### src/rtl/stopwatch_ctrl_pkg.sv
// rtl/stopwatch_ctrl_pkg.sv - stopwatch sequencer state encoding
package stopwatch_ctrl_pkg;

  localparam int STATE_W = 3;

  typedef enum logic [STATE_W-1:0] {
    ST_IDLE    = 3'd0,
    ST_RUNNING = 3'd1,
    ST_PAUSED  = 3'd2,
    ST_LAP     = 3'd3,
    ST_FULL    = 3'd4
  } state_t;

endpackage

### src/rtl/rise_pulse.sv
// rtl/rise_pulse.sv - registered rising-edge detector, one pulse per button press
module rise_pulse (
  input  logic clk,
  input  logic rst,
  input  logic i_in,
  output logic o_pulse
);

  logic r_q;
  logic r_pulse;

  always_ff @(posedge clk or negedge rst) begin
    if (!rst) begin
      r_q     <= 1'b0;
      r_pulse <= 1'b0;
    end else begin
      r_q     <= i_in;
      r_pulse <= i_in & ~r_q;
    end
  end

  assign o_pulse = r_pulse;

endmodule

### src/rtl/stopwatch_ctrl.sv
// rtl/stopwatch_ctrl.sv - run/pause/clear/lap sequencer and tick prescaler for the BCD chain
// Optional lap view enabled by defining STOPWATCH_LAP_EN.
module stopwatch_ctrl
  import stopwatch_ctrl_pkg::*;
#(
  parameter int CLK_HZ  = 100_000_000,
  parameter int TICK_HZ = 100
) (
  input  logic               clk,
  input  logic               rst,
  input  logic               start_stop,
  input  logic               clear,
  input  logic               lap,
  input  logic               top_threshold,
  output logic               count_enable,
  output logic               count_clear,
  output logic               display_hold,
  output logic               running,
  output logic [STATE_W-1:0] state
);

  localparam int DIV = CLK_HZ / TICK_HZ;
  localparam int PW  = $clog2(DIV);
  localparam logic [PW-1:0] PMAX = PW'(DIV - 1);

`ifdef STOPWATCH_LAP_EN
  localparam bit LAP_EN = 1'b1;
`else
  localparam bit LAP_EN = 1'b0;
`endif

  logic    w_ss_evt, w_clr_evt, w_lap_raw, w_lap_evt;
  logic    w_run, w_tick;
  state_t  r_state, w_next;
  logic [PW-1:0] r_presc, w_presc_next;
  logic    r_ce, w_ce_next;
  logic    r_cc, w_cc_next;

  rise_pulse u_ss  (.clk(clk), .rst(rst), .i_in(start_stop), .o_pulse(w_ss_evt));
  rise_pulse u_clr (.clk(clk), .rst(rst), .i_in(clear),      .o_pulse(w_clr_evt));
  rise_pulse u_lap (.clk(clk), .rst(rst), .i_in(lap),        .o_pulse(w_lap_raw));

  assign w_lap_evt = w_lap_raw & LAP_EN;
  assign w_run     = (r_state == ST_RUNNING) || (r_state == ST_LAP);
  assign w_tick    = w_run && (r_presc == PMAX);

  always_ff @(posedge clk or negedge rst) begin
    if (!rst) begin
      r_state <= ST_IDLE;
      r_presc <= '0;
      r_ce    <= 1'b0;
      r_cc    <= 1'b0;
    end else begin
      r_state <= w_next;
      r_presc <= w_presc_next;
      r_ce    <= w_ce_next;
      r_cc    <= w_cc_next;
    end
  end

  always_comb begin
    w_next       = r_state;
    w_ce_next    = 1'b0;
    w_cc_next    = 1'b0;
    w_presc_next = r_presc;
    if (w_run) begin
      w_presc_next = w_tick ? '0 : r_presc + 1'b1;
    end
    if (w_clr_evt) begin
      w_next       = ST_IDLE;
      w_cc_next    = 1'b1;
      w_presc_next = '0;
    end else if (w_tick && top_threshold) begin
      // chain already at max: hold it there instead of rolling over
      w_next = ST_FULL;
    end else begin
      w_ce_next = w_tick;
      case (r_state)
        ST_IDLE: begin
          if (w_ss_evt) begin
            w_next       = ST_RUNNING;
            w_presc_next = '0;
          end
        end
        ST_RUNNING: begin
          if (w_ss_evt)       w_next = ST_PAUSED;
          else if (w_lap_evt) w_next = ST_LAP;
        end
        ST_PAUSED: begin
          if (w_ss_evt) w_next = ST_RUNNING;
        end
        ST_LAP: begin
          if (w_ss_evt)       w_next = ST_PAUSED;
          else if (w_lap_evt) w_next = ST_RUNNING;
        end
        ST_FULL: w_next = ST_FULL;
        default: w_next = ST_IDLE;
      endcase
    end
  end

  assign count_enable = r_ce;
  assign count_clear  = r_cc;
  assign running      = w_run;
  assign display_hold = LAP_EN && (r_state == ST_LAP);
  assign state        = r_state;

endmodule

### config.mk
export PLATFORM = sky130hd
export DESIGN_NAME = stopwatch_ctrl
export DESIGN_NICKNAME = d
export VERILOG_FILES = /design/src/rtl/stopwatch_ctrl_pkg.sv /design/src/rtl/rise_pulse.sv /design/src/rtl/stopwatch_ctrl.sv
export SDC_FILE = /design/constraint.sdc
export NUM_CORES = 1
export LEC_CHECK = 0
export ABC_AREA = 0
export CAP_MARGIN = 20
export CORE_ASPECT_RATIO = 1.5
export CORE_MARGIN = 8
export CORE_UTILIZATION = 40
export DETAILED_ROUTE_END_ITERATION = 8
export PLACE_DENSITY_LB_ADDON = 0.12
export RECOVER_POWER = 25
export SYNTH_ARGS = -nofsm -noshare
export SYNTH_HDL_FRONTEND = slang
export SYNTH_SLANG_ARGS = --single-unit
### constraint.sdc
create_clock -name clk -period 3.5 [get_ports clk]
set_input_delay 0.7 -clock clk [delete_from_list [all_inputs] [get_ports clk]]
set_output_delay 0.7 -clock clk [all_outputs]
set_load 0.01 [all_outputs]
==> impl_metrics.toml <==
[sta]
tightest_slew_ps = 1550
holdWs_ps = 394
rsz0062_at_grt = "false"
timing.final.ws_setup_ps = 1140
fin_crit_ps = 2360
slew_violations = 30
slew_headroom_pct = -3.07
fin_crit_sh_pct = 67.4
hold_viol_final = 0
fin_worst_skew_ps = 1.26
max_freq_mhz = 424
tns_ps = 0
setup_viol = 0

[setup_path]
critPathMaxFanout = 8
crit_path_start_kind = "flip-flop"
crit_path_end_kind = "output port"
critPathArrivalTime_ps = 1660
cp_top_family = "buffers and inverters"
crit_chain = "nand2b_1 -> inv_1 -> clkdlybuf4s50_1"
rr_startpoint = "r_presc[6]$_DFF_PN0_"
worst_ep_required_time_ps = 2800
cp_slowest_stage_delay_ps = 560
crit_type = "reg2out"
cp_num_buf_inv = 2
cp-startpoint = "state[2]$_DFFE_PN0P_"
slowest_stage = "clkdlybuf4s50_1"

[clocking]
clk_latency_ps = 280
cts_setup_buffers = 0
clk_pin_slew_worst_paths_ps = 60
cts_resized = 0
cts_root_buf = "clkbuf_8"
htreeDepth = 2
cts_tree = "yes"
cts_hold_buffers = 0
cts.sinks = 29
cts_buffer_depth = 2
cts_buffers = 5

[placed_design]
post-place-cells = 187
port_buffers = 10
hpwlAfterDp_mm = 1.97
postPlaceCellArea_sq_um = 1520
place_ws_ps = 1160
gp_congestion = 0.726

[global_routing]
overflow = 0
grt_max_degree = 30
grt_antenna_before_repair = 0
gr-usage-all-layers_pct = 11.9
grt_pass1_wl_mm = 5.26
grt_pass1_vias = 1189

[yosys]
yosys_warnings = 0
syn_area_per_cell_sq_um = 9.95
dominantRegCellSynth = "dfrtp_1"
syn-num-nets = 147
ys_ff_latch = 29
synth-seq-area-share_pct = 52.1
synth-edff-count = 0
syn_inst = 140
synth_area_sq_um = 1390
async_reset_ff_share_pct = 100
synth.distinct_cells = 34

[status]
failed_checks = "capacitance limit, slew limit"
status = "finished with violations"

[die]
die_w_microns = 64.2
pin_count = 13
fp-row-count = 26
fp.dieH_microns = 88.3
die_area_sq_um = 5660
start_util_pct = 41.2
core-area_sq_um = 3380

[layout]
drive_gt1_share_pct = 6.54
multi_input_area_sq_um = 601
n_fill_cell = 328
seq_area_sq_um = 726
syn_to_final_growth_pct = 15.9
nNetsFinal = 159
stdcell_count = 195
diodes = 0
final_cell_mix = "29 x dfrtp_1, 13 x nor2_1, 11 x a21oi_1"
fin_area_sq_um = 1610
layout_commonest_cell = "dfrtp_1"

[drt]
dr_total_vias = 1082
wl_per_cell_microns = 14.6
wl_mm = 2.85
vias_per_cell = 5.55
postRouteAntennaNets = 0
drc = 0
firstDrtPassIters = 4
first_iter_violations = 20

[worst_hold_path]
hold_path_class = "reg2reg"
worstHoldStart = "u_ss.r_q$_DFF_PN0_"

[pwr]
p_leak_uw = 0.000638
irDropWorstVdd_mv = 0.282
power.density_nw_per_um2 = 444

[run]
maxCapViolCount = 1
## Yosys cell counts, drive strengths merged, types with 5 or more instances
cell    n  area [sq um]
a21oi  11          55.1
inv     8          30.0
or4     7          52.6
or3     7          43.8
nand2   7          26.3
dfrtp  29           726
nor2   13          48.8
xnor2   5          43.8
nand3   5          25.0
o21ai   7          35.0
## metal layers
layer  share of wire, %  GRT usage [%]  up-vias
li1                   -              -      529
met1                 41           11.6      531
met2                 51           20.9       15
met3                5.0           4.94        7
met4                2.1           6.77        0
met5                  0              0        -
## where the power goes
group | internal [uW] | switching [uW] | leakage (uW)
clock network | 177 | 129 | 0.0000542
logic | 23.1 | 30.7 | 0.000189
registers | 345 | 11.4 | 0.000395
## layout make-up
| class | count | share of cell area (%) |
|---|---|---|
| clock buffers | 7 | 5.97 |
| clock inverters | 1 | 0.310 |
| inverters | 8 | 1.86 |
| multi-input cells | 97 | 37.2 |
| flip-flops and latches | 29 | 45.0 |
| well taps | 42 | 3.26 |
| repair buffers | 11 | 6.43 |
## per-stage QoR
stage / power (uW) / util, %
floorplan: 390 / -
global placement: 416 / 44.8
detailed placement: 418 / 44.8
CTS: 729 / 47.8
global route: 748 / 47.7
finish: 716 / 47.7
## state kept, by name (all words and copies together) (netlist names)
| name | cells |
|---|---|
| u_clr.o_pulse | 1 |
| u_ss.o_pulse | 1 |
| state | 3 |
| r_presc | 20 |
| count_clear | 1 |
| u_ss.r_q | 1 |
| count_enable | 1 |
| u_clr.r_q | 1 |
## final timing paths
| check | to | slack (ps) | cells after the start |
|---|---|---|---|
| worst max-delay path | running | 1140 | 3 |
| worst min-delay path | u_ss.o_pulse$_DFF_PN0_ | 390 | 1 |
| worst max register to register | r_presc[7]$_DFF_PN0_ | 1180 | 4 |
| worst min register to register | u_ss.o_pulse$_DFF_PN0_ | 390 | 1 |
| max in group asynchronous | state[2]$_DFFE_PN0P_ | 1270 | 2 |
| min in group asynchronous | r_presc[13]$_DFF_PN0_ | 1330 | 2 |
## cells by family after synthesis
kind of cell | Yosys count | synth area share, %
compound gates | 27 | 12.4
flops | 29 | 52.1
simple gates | 58 | 23.2
mux | 1 | 0.719
other cells | 1 | 0.269
buf+inv | 14 | 4.76
xor+xnor | 9 | 5.66
fa+ha+maj | 1 | 0.898
(Power assumes the default switching activity.)
